$ cat config.mk
export PLATFORM = sky130hd
export DESIGN_NAME = matmul_ctrl
export DESIGN_NICKNAME = d
export VERILOG_FILES = /design/src/rtl/matmul_pkg.sv /design/src/rtl/matmul_mac.sv /design/src/rtl/matmul_ctrl.sv
export SDC_FILE = /design/constraint.sdc
export NUM_CORES = 1
export LEC_CHECK = 0
export ABC_AREA = 1
export BUFFER_PORTS_ARGS = -buffer_cell sky130_fd_sc_hd__buf_2
export CORE_ASPECT_RATIO = 0.5
export CORE_MARGIN = 2
export CORE_UTILIZATION = 55
export CTS_BUF_LIST = sky130_fd_sc_hd__clkbuf_4 sky130_fd_sc_hd__clkbuf_8
export CTS_CLUSTER_SIZE = 28
export DETAILED_ROUTE_END_ITERATION = 10
export GPL_ROUTABILITY_DRIVEN = 0
export PLACE_DENSITY = 0.78
export SETUP_SLACK_MARGIN = 0.2
export SYNTH_ARGS = -nofsm -noshare
export SYNTH_HDL_FRONTEND = slang
export SYNTH_SLANG_ARGS = --single-unit
$ cat constraint.sdc
create_clock -name clk -period 12.1 [get_ports clk]
set_input_delay 3.025 -clock clk [delete_from_list [all_inputs] [get_ports clk]]
set_output_delay 3.025 -clock clk [all_outputs]
set_load 0.02 [all_outputs]
$ cat src/rtl/matmul_pkg.sv
// matmul_pkg: shared definitions for the matrix-multiply controller.
//   state_t  - controller FSM states (LOAD, MAC, OUT)
//   DIM_DEF  - default matrix dimension
//   EW_DEF   - default unsigned operand element width
//   AW_DEF   - default result width, wide enough for DIM*(2^EW-1)^2
//   idx_w()  - counter width for a range of n values, never less than 1 bit
package matmul_pkg;

    localparam int DIM_DEF = 2;
    localparam int EW_DEF  = 8;
    localparam int AW_DEF  = 2 * EW_DEF + $clog2(DIM_DEF);

    typedef enum logic [1:0] {
        ST_LOAD = 2'd0,
        ST_MAC  = 2'd1,
        ST_OUT  = 2'd2
    } state_t;

    function automatic int idx_w(input int n);
        return (n > 1) ? $clog2(n) : 1;
    endfunction

endpackage

$ cat src/rtl/matmul_mac.sv
// matmul_mac: unsigned multiply-accumulate for one result element.
//   clk, rst_n - clock, asynchronous active-low reset
//   a, b       - EW-bit unsigned factors
//   clr        - clear the accumulator (wins over en)
//   en         - add a*b to the accumulator this edge
//   acc        - AW-bit running sum
module matmul_mac
    import matmul_pkg::*;
#(
    parameter int EW = EW_DEF,
    parameter int AW = AW_DEF
) (
    input  logic          clk,
    input  logic          rst_n,
    input  logic [EW-1:0] a,
    input  logic [EW-1:0] b,
    input  logic          clr,
    input  logic          en,
    output logic [AW-1:0] acc
);

    always_ff @(posedge clk or negedge rst_n) begin
        if (!rst_n) begin
            acc <= '0;
        end else if (clr) begin
            acc <= '0;
        end else if (en) begin
            // Factors widened first so the product is never truncated.
            acc <= acc + AW'(a) * AW'(b);
        end
    end

endmodule

$ cat src/rtl/matmul_ctrl.sv
// matmul_ctrl: loads two DIM x DIM unsigned matrices as a stream (A row-major,
// then B row-major), computes C = A*B one element at a time and streams C out
// row-major with a valid/ready handshake.
//   clk, rst_n          - clock, asynchronous active-low reset
//   ena                 - global enable; low freezes everything and masks handshakes
//   in_valid, in_data   - operand stream; in_ready high only while loading
//   out_valid, out_data - result stream; out_ready from the consumer
//   busy                - low only when idle in LOAD with nothing loaded
module matmul_ctrl
    import matmul_pkg::*;
#(
    parameter int DIM = DIM_DEF,
    parameter int EW  = EW_DEF,
    parameter int AW  = 2 * EW + $clog2(DIM)
) (
    input  logic          clk,
    input  logic          rst_n,
    input  logic          ena,
    input  logic          in_valid,
    input  logic [EW-1:0] in_data,
    output logic          in_ready,
    output logic          out_valid,
    output logic [AW-1:0] out_data,
    input  logic          out_ready,
    output logic          busy
);

    localparam int NA   = DIM * DIM;
    localparam int NOPS = 2 * NA;
    localparam int LW   = idx_w(NOPS);
    localparam int IW   = idx_w(DIM);

    localparam logic [LW-1:0] LAST_LD = LW'(NOPS - 1);
    localparam logic [IW-1:0] LAST_IX = IW'(DIM - 1);

    state_t        state, state_next;
    logic [LW-1:0] load_cnt;
    logic [IW-1:0] i_idx, j_idx, k_idx;
    logic [EW-1:0] ops [NOPS];   // A in [0, NA), B in [NA, 2*NA)

    logic          accept, load_done, out_hs, last_k, last_ij;
    logic [LW-1:0] a_idx, b_idx;
    logic          mac_clr, mac_en;
    logic [AW-1:0] acc;

    // ena gates both handshakes here, so every qualified event below is
    // already stalled when ena is low.
    assign in_ready  = ena && (state == ST_LOAD);
    assign out_valid = ena && (state == ST_OUT);
    assign busy      = !((state == ST_LOAD) && (load_cnt == '0));
    assign out_data  = acc;

    assign accept    = in_valid && in_ready;
    assign load_done = accept && (load_cnt == LAST_LD);
    assign out_hs    = out_valid && out_ready;
    assign last_k    = (k_idx == LAST_IX);
    assign last_ij   = (i_idx == LAST_IX) && (j_idx == LAST_IX);

    // NOTE: every always_comb output gets a default before any branch, so no
    // path leaves it unassigned and no latch is inferred.
    always_comb begin
        state_next = state;
        case (state)
            ST_LOAD: if (load_done)      state_next = ST_MAC;
            ST_MAC:  if (ena && last_k)  state_next = ST_OUT;
            ST_OUT:  if (out_hs)         state_next = last_ij ? ST_LOAD : ST_MAC;
            default:                     state_next = ST_LOAD;
        endcase
    end

    // NOTE: sequential state uses non-blocking assignments so every register
    // samples pre-edge values regardless of block ordering.
    always_ff @(posedge clk or negedge rst_n) begin
        if (!rst_n) state <= ST_LOAD;
        else        state <= state_next;
    end

    always_ff @(posedge clk or negedge rst_n) begin
        if (!rst_n) begin
            load_cnt <= '0;
            i_idx    <= '0;
            j_idx    <= '0;
            k_idx    <= '0;
            // NOTE: operand storage is reset explicitly so a reset discards
            // any partial load; this keeps it out of RAM macros on purpose.
            for (int n = 0; n < NOPS; n++) ops[n] <= '0;
        end else begin
            if (accept) begin
                ops[load_cnt] <= in_data;
                load_cnt      <= load_done ? '0 : load_cnt + 1'b1;
            end
            if (ena && (state == ST_MAC)) begin
                k_idx <= last_k ? '0 : k_idx + 1'b1;
            end
            if (out_hs) begin
                if (j_idx == LAST_IX) begin
                    j_idx <= '0;
                    i_idx <= (i_idx == LAST_IX) ? '0 : i_idx + 1'b1;
                end else begin
                    j_idx <= j_idx + 1'b1;
                end
            end
        end
    end

    // A[i][k] and B[k][j] in the flat operand store.
    always_comb begin
        a_idx = LW'(i_idx) * LW'(DIM) + LW'(k_idx);
        b_idx = LW'(NA) + LW'(k_idx) * LW'(DIM) + LW'(j_idx);
    end

    // Accumulator starts clean for each element: on the final operand accept
    // and on every result handshake.
    assign mac_clr = load_done || out_hs;
    assign mac_en  = ena && (state == ST_MAC);

    matmul_mac #(
        .EW (EW),
        .AW (AW)
    ) u_mac (
        .clk   (clk),
        .rst_n (rst_n),
        .a     (ops[a_idx]),
        .b     (ops[b_idx]),
        .clr   (mac_clr),
        .en    (mac_en),
        .acc   (acc)
    );

endmodule
# ---- After elaboration in Yosys (flattened, before gate mapping)
# Cells that the tools add are included.
dict set report totals {
  ff_bits 89
  in_bits 13
  out_inout_bits 20
  wordCells 73
}
dict set report op_classes {
  addsub 8
  multipliers 1
  order_cmp 4
  eq_ne 6
  n_mux 20
  n_bitwise 3
  n_reduce_logical 17
}
# op n
set op_table {}
lappend op_table {{64-bit bitwise mux} 1}
lappend op_table {{8-bit binary-select mux with 3-bit select} 2}
lappend op_table {{8-bit two-way mux} 5}
lappend op_table {{17-bit two-way mux} 2}
lappend op_table {{8-bit demux with 3-bit select} 1}
lappend op_table {{17-bit by 16-bit adder with 17-bit output} 1}
lappend op_table {{8-bit by 8-bit multiplier with 16-bit output} 1}
lappend op_table {{4-bit greater-or-equal comparator (second input constant)} 3}
lappend op_table {{3-bit inverter with 4-bit output} 3}
lappend op_table {{1-bit logical AND} 10}
lappend op_table {{2-bit two-way mux} 3}
lappend op_table {{2-bit != test (second input constant)} 3}
lappend op_table {{2-bit case mux with 3 select lines} 1}
lappend op_table {{4-bit by 1-bit less-than comparator with 1-bit output (second input constant)} 1}
lappend op_table {{1-bit two-way mux} 4}
lappend op_table {{1-bit adder (second input constant)} 3}
lappend op_table {{2-bit by 1-bit adder with 3-bit output} 1}
lappend op_table {{3-bit by 1-bit adder with 3-bit output} 1}
lappend op_table {{3-bit by 1-bit adder with 3-bit output (second input constant)} 1}
lappend op_table {{3-bit by 2-bit adder with 3-bit output (first input constant)} 1}
lappend op_table {{3-bit equality test (second input constant)} 1}
lappend op_table {{3-bit zero test} 1}
lappend op_table {{3-bit two-way mux} 1}
lappend op_table {{3-bit AND reduction} 1}
lappend op_table {{7 further kinds} 7}

# ---- Logic depth before layout (Yosys ltp)
# Gate-level depths: netlist of the first run.
dict set report logic_depth {
  depth_word 10
  depth_mapped 24
  ltp_nobuf 24
}

# ---- Modules after synthesis
# From an unflattened synthesis of the first run, not the netlist that was laid out.
dict set report unflattened {
  hier_cells 929
  hier_area_um2 6999.2
}
# mod instances cells_each area_each_um2 seq_area_each_um2
set modules_own_cells {}
lappend modules_own_cells {matmul_mac 1 497 3510.9 425.4}
lappend modules_own_cells {matmul_ctrl 1 432 3488.3 1801.7}

# ---- Worst setup path after synthesis of the first run
# OpenSTA, ideal clock, no wires.
dict set report synth_path {
  path_type {input -> output}
  start {input port ena}
  end {output port out_valid}
  t_arrival_ns 3.401
  setup_slack_ns 5.674
  cell_stages 2
  n_path_buf 0
  path_cell_list {inv_2 nor2_1}
}
dict set report synth_between {
  elab_chain_len 1
}
# item line
set synth_lines {}
lappend synth_lines {{start, declared} matmul_ctrl.sv:18} ;# input logic ena,
lappend synth_lines {{1-bit logical AND} matmul_ctrl.sv:49} ;# assign out_valid = ena && (state == ST_OUT);
lappend synth_lines {{end, declared} matmul_ctrl.sv:22} ;# output logic out_valid,
# Every way passes these cells.

# ---- Final worst setup path of the first run
# Same ends and word-level chain as after synthesis.

==> results.txt, run 1 <==
Die area -> 13,400 sq um
# DRC -> 0
Post-route setup TNS -> 0 ns
Initial antenna violation count -> 0
Core area -> 11,900 sq um
Synth top area share -> 32.6%
Yosys top cell by area -> dfrtp_1
Crit path arrival time -> 3.57 ns
Total CTS buffers -> 9
Worst slew pin tran -> 0.963 ns
Worst-path cell chain -> buf_2, inv_2, nor2_1, buf_2
Clock-pin slew on the worst setup and hold paths -> 0.10 ns
Fmax -> 0.152 GHz
Maxcap violations -> 0
Max stage delay on crit path -> 0.20 ns
Initial core utilization -> 57.2%
Post-synth EDFFs -> 0
DR WL/cell -> 14.3 um
Fin worst setup slack -> 5.51 ns
H-tree depth -> 3
Final hold slack -> 0.489 ns
Top_reg_cell synth -> dfrtp_1
Setup Slack @ Placement -> 5.52 ns
Final Hold Viols -> 0
Syn_area_per_cell -> 7.83 sq um
Top Usage Layer GRT -> met2
Chip Width -> 162 um
Worst rel slew slack -> 35.7%
Via density -> 5.18
Vias in the first global route -> 5,512
Post-Route Skew -> 0.0124 ns
Ys async rst share -> 100%
Crit-path max FO -> 5
GR Util met3 -> 4.00%
Setup bufs post-CTS -> 0
Yosys cell types -> 33
Worst skew pair latency -> 0.38 ns
Clock buffer depth -> 2
Drt pass-1 iters -> 6
First-pass GRT wire length -> 26,500 um
CP Class -> in -> out
Hold Buf Count CTS -> 0
Startpoint Class -> input pin
TritonCTS Sinks -> 89
Slowest CP cell -> buf_2
Root buffer cell -> clkbuf_8
Commonest non-fill, non-tap cell in the layout -> nand2_1
Most used cell, CP -> buf_2
Cell area after synthesis -> 6830 sq um
Final ANT Viol Nets -> 0
# port buffers -> 32
Outcome -> finished, final reports clean
1st-iter DRT viols -> 360
Fin cells -> 1,069
Flops & latches, synth -> 89
Final setup violation count -> 0
Area growth from synthesis to layout -> 6.78%
Row cnt -> 28
M1 GR Usage -> 35.3%
Register area share after synthesis -> 32.6%
Most frequent cells in the layout -> nand2_1 (219), inv_1 (215), dfrtp_1 (89)
Critical Path Sink Type -> primary output
Required @ worst endpoint -> 9.07 ns
Dpl hpwl -> 11,500 um
Post-synthesis instance total -> 872
NumNets Final -> 1,003
Final Max Slew Viols -> 0
M2 GR Usage -> 39.2%
Synth area leaders -> dfrtp_1 (33%), fa_1 (15%), nand2_1 (12%), inv_1 (12%), ha_1 (7.5%)
Synth Net Count -> 976
# placed instances -> 1,053
RSZ-0062 raised after global routing -> false
Die height -> 82.8 um
Yosys warning total -> 0
Largest net degree at the start of global routing -> 51
# IOs -> 33
GRT Util Overall -> 24.9%
Period minus WS final -> 6.59 ns
Share of layout cells above drive strength 1 -> 7.30%
# diodes -> 0
Cts repair resizes -> 0
Congestion Overflow GR -> 0
Via count -> 5,537
Hold Path Class -> reg -> reg
Final WL -> 15,300 um
Tcrit/Tclk final -> 54.5%
CTS tree -> yes
[flip-flops by register name (all words and copies together), names as in the netlist]
| name | cells |
|---|---|
| ops | 64 |
| u_mac.acc | 17 |
| load_cnt | 3 |
| state | 2 |
| i_idx | 1 |
| j_idx | 1 |
| k_idx | 1 |
[final timing paths]
kind / from / endpoint / slack [ns] / depth (start not counted)
max: ena / out_valid / 5.51 / 4
min: i_idx / i_idx / 0.49 / 1
max reg2reg: k_idx / u_mac.acc[13] / 6.08 / 20
min reg2reg: i_idx / i_idx / 0.49 / 1
max in group asynchronous: rst_n / load_cnt[2] / 8.44 / 2
min in group asynchronous: rst_n / ops[30] / 2.61 / 1
[kinds of logic (layout without fill, tap and decap cells)]
| group | Yosys count | in the layout | share of synthesized area (%) |
|---|---|---|---|
| AOI/OAI and AO/OA | 128 | 128 | 10.3 |
| xor gates and xnor gates | 9 | 9 | 1.15 |
| buffers and inverters | 238 | 270 | 13.8 |
| adders and majority gates | 91 | 91 | 22.2 |
| and+or+nand+nor | 317 | 317 | 20.0 |
| DFF | 89 | 89 | 32.6 |
[worst max-delay path: cells and delay by family]
family | cells | cell delay [ns]
simple gates | 1 | 0.16
buf+inv | 3 | 0.38
[synthesized netlist by cell type, types with 6 or more instances]
cell        n
o22ai_1     6
nand3_1    20
o21ai_0    73
xnor2_1     6
nor2_1     59
a32oi_1    14
fa_1       50
a21oi_1    25
nand2_1   219
inv_1     215
clkbuf_1   10
o21ai_1     8
nor4_4      6
dfrtp_1    89
ha_1       41
[metal layers]
layer | wire length [um] | vias up | share of wire, %
met5 | 0 | - | 0
met4 | 405 | 0 | 2.6
met3 | 912 | 35 | 5.9
met2 | 6910 | 163 | 45
met1 | 7110 | 2642 | 46
li1 | - | 2697 | -
[stage by stage]
step	utilization, %	area, sq um
after CTS	61.1	7290
final	61.1	7290
after detailed placement	59.5	7100
after floorplan	-	6830
after global placement	59.5	7100
after global routing	61.1	7290
[final cells by class]
| type | instances | area [sq um] |
|---|---|---|
| clock buffers | 11 | 145 |
| inverters | 220 | 828 |
| well taps | 165 | 206 |
| multi-input cells | 545 | 3660 |
| clock inverters | 5 | 45.0 |
| flip-flops and latches | 89 | 2230 |
| fillers | 1032 | 4650 |
| repair buffers | 34 | 178 |
Power of run 1 is left out: the tool's default activity adds up to more than one toggle a clock period on the data nets, which glitch-free logic cannot reach.
==> run 2, diff against run 1 <==
--- a/config.mk
+++ b/config.mk
@@ -14,7 +14,7 @@
 export CTS_CLUSTER_SIZE = 28
 export DETAILED_ROUTE_END_ITERATION = 10
 export GPL_ROUTABILITY_DRIVEN = 0
-export PLACE_DENSITY = 0.78
+export PLACE_DENSITY = 0.8
 export SETUP_SLACK_MARGIN = 0.2
 export SYNTH_ARGS = -nofsm -noshare
 export SYNTH_HDL_FRONTEND = slang
==> constraint.sdc (replaced) <==
create_clock -name clk -period 5.4 [get_ports clk]
set_input_delay 1.35 -clock clk [delete_from_list [all_inputs] [get_ports clk]]
set_output_delay 1.35 -clock clk [all_outputs]
set_load 0.02 [all_outputs]
==> run 2 against run 1 <==
Effect of this change:
- routed wire length rose by 3.9%
- clock skew up 0.015 ns
- die area did not move
- first-iteration DRC count is 51% higher
- non-clock buffer count is 9 higher
- sequential cell count stayed put
- setup slack worse by 5.0 ns
- sequential share of layout area fell by 1.1 points
- final cell count up 0.84%
- critical endpoint is now u_mac.acc[13]
==> results.txt, run 2 (synthesis gave the netlist of run 1 again) <==
Outcome -> finished, final reports clean
Total CTS buffers -> 9 (unchanged)
Required @ worst endpoint -> 5.70 ns (-3.37 ns)
Largest net degree at the start of global routing -> 53 (+3.9%)
Hold Crit Depth -> 2 (+1)
Tcrit/Tclk final -> 90.7%
# IOs -> 33 (unchanged)
WP depth -> 22 (+18)
Final WL -> 15,900 um (+3.9%)
Drt pass-1 iters -> 5 (-1)
Dpl hpwl -> 11,700 um (+1.6%)
DR WL/cell -> 14.8 um (+3.0%)
Maxcap violations -> 0 (unchanged)
TritonCTS Sinks -> 89 (unchanged)
Worst skew pair latency -> 0.39 ns (about the same)
Area growth from synthesis to layout -> 10.8%
Fillers -> 952 (-7.8%)
Root buffer cell -> clkbuf_8
Final core occ -> 63.3% (+2.3 points)
Die height -> 82.8 um (unchanged)
Hold Path End -> ops[61]
Register-to-Register Path Depth -> 22 (+10%)
Final Hold Viols -> 0 (unchanged)
Worst slew pin tran -> 0.834 ns (-0.129 ns)
Top flop regs -> ops x64, u_mac.acc x17, load_cnt x3
Initial antenna violation count -> 0 (unchanged)
Share of layout cells above drive strength 1 -> 10.1% (+2.8 points)
M2 GR Usage -> 40.0% (+0.78 points)
Top reg by flops -> ops
# port buffers -> 32 (unchanged)
# DRC -> 0 (unchanged)
First-pass GRT wire length -> 26,300 um (-0.70%)
NumNets Final -> 1,012 (+0.90%)
Crit path arrival time -> 5.19 ns (+1.62 ns)
Core area -> 11,900 sq um (unchanged)
Congestion Overflow GR -> 0 (unchanged)
Via count -> 5,671 (+2.4%)
Max reg flops -> 64 (unchanged)
Chip Width -> 162 um (unchanged)
CTS tree -> yes
Buffers & Inverters on Critical Path -> 6 (+3)
Most used cell, CP -> nand2_1
Hold Path Class -> reg -> reg
Slowest CP cell -> fa_1
Initial core utilization -> 57.2% (unchanged)
Period minus WS final -> 4.90 ns
Reg-to-reg startpoint -> k_idx
Post-Route Skew -> 0.0271 ns (+0.0147 ns)
Top Usage Layer GRT -> met2
M1 GR Usage -> 34.4% (-0.95 points)
Vias in the first global route -> 5,418 (-1.7%)
Max stage delay on crit path -> 0.56 ns (+0.36 ns)
Fmax -> 0.204 GHz
Clock buffer depth -> 2 (unchanged)
Via density -> 5.26 (+1.6%)
Reg2reg setup slack -> 0.50 ns (-5.58 ns)
Clock-pin slew on the worst setup and hold paths -> 0.12 ns (+0.02 ns)
# diodes -> 0 (unchanged)
GRT Util Overall -> 24.7% (-0.21 points)
Critical path's top delay family -> adder cells
Final Max Slew Viols -> 0 (unchanged)
Reg2reg end -> u_mac.acc[13]
Worst rel slew slack -> 44.0% (+8.3 points)
Most frequent cells in the layout -> nand2_1 (219), inv_1 (211), dfrtp_1 (89)
1st-iter DRT viols -> 542 (+51%)
Critical Path Sink Type -> register
RSZ-0062 raised after global routing -> false
Final setup violation count -> 0 (unchanged)
Hold path start -> ops[61]
GR Util met3 -> 5.39% (+1.4 points)
Row cnt -> 28 (unchanged)
Worst-path cell chain -> inv_1, buf_12, a21oi_1, a32oi_1, nand2_1, fa_1, inv_1, fa_1, fa_1, inv_1, fa_1, inv_1, ha_1, nand2_1, nand2_1, inv_1, nand2_1, nand2_1, nand3_1, nand2_1, nand2_1, o21ai_0
Startpoint Class -> register
Post-route setup TNS -> 0 ns (unchanged)
H-tree depth -> 3 (unchanged)
Crit-path max FO -> 31 (+26)
CP Class -> reg -> reg
Die area -> 13,400 sq um (unchanged)
Commonest non-fill, non-tap cell in the layout -> nand2_1
Final ANT Viol Nets -> 0 (unchanged)
==> run 2: worst register-to-register path, cell delays in order (launching register included) <==
cell and delay (ns):
dfrtp_1 0.41, inv_1 0.10, buf_12 0.20, a21oi_1 0.09
a32oi_1 0.44, nand2_1 0.16, fa_1 0.56, inv_1 0.07
fa_1 0.46, fa_1 0.54, inv_1 0.05, fa_1 0.53
inv_1 0.05, ha_1 0.35, nand2_1 0.08, nand2_1 0.08
inv_1 0.09, nand2_1 0.06, nand2_1 0.05, nand3_1 0.14
nand2_1 0.09, nand2_1 0.05, o21ai_0 0.13
==> run 2: worst max-delay path by stage <==
stage | from | end | slack, ns
3_5_place_dp | i_idx | u_mac.acc[16] | 0.31
6_report | k_idx | u_mac.acc[13] | 0.50
2_1_floorplan | k_idx | u_mac.acc[16] | 0.88
4_1_cts | i_idx | u_mac.acc[13] | 0.25
5_1_grt | k_idx | u_mac.acc[13] | 0.18
3_3_place_gp | i_idx | u_mac.acc[13] | 0.37
==> run 2: cell type report <==
cell class	instances	area [sq um]	area share [%]
Inverter	220	832	11.0
Clock buffer	9	124	1.64
Clock inverter	7	114	1.50
Multi-Input combinational cell	545	3790	50.1
Sequential cell	89	2230	29.4
Tap cell	165	206	2.73
Timing Repair Buffer	43	270	3.57
==> run 2: metrics by stage <==
step	area (sq um)	setup WS, ns	instances	hold slack (ns)
2_1_floorplan	6830	0.876	872	0.449
3_3_place_gp	7160	0.374	1059	0.461
3_5_place_dp	7160	0.307	1059	0.466
4_1_cts	7400	0.247	1075	0.483
5_1_grt	7570	0.180	1078	0.532
6_report	7570	0.505	1078	0.495
==> run 2: what timing repair did <==
item	4_1_cts	5_1_grt
setup endpoints to repair	0	9
buffers inserted	0	3
hold buffers	0	0
gates resized for setup	0	21
==> run 2: per-layer routing <==
metal,up-vias,wire length [um]
met3,29,1060
met5,-,0
met4,0,297
li1,2719,-
met2,199,7330
met1,2724,7250
Power of run 2 is left out for the same reason.
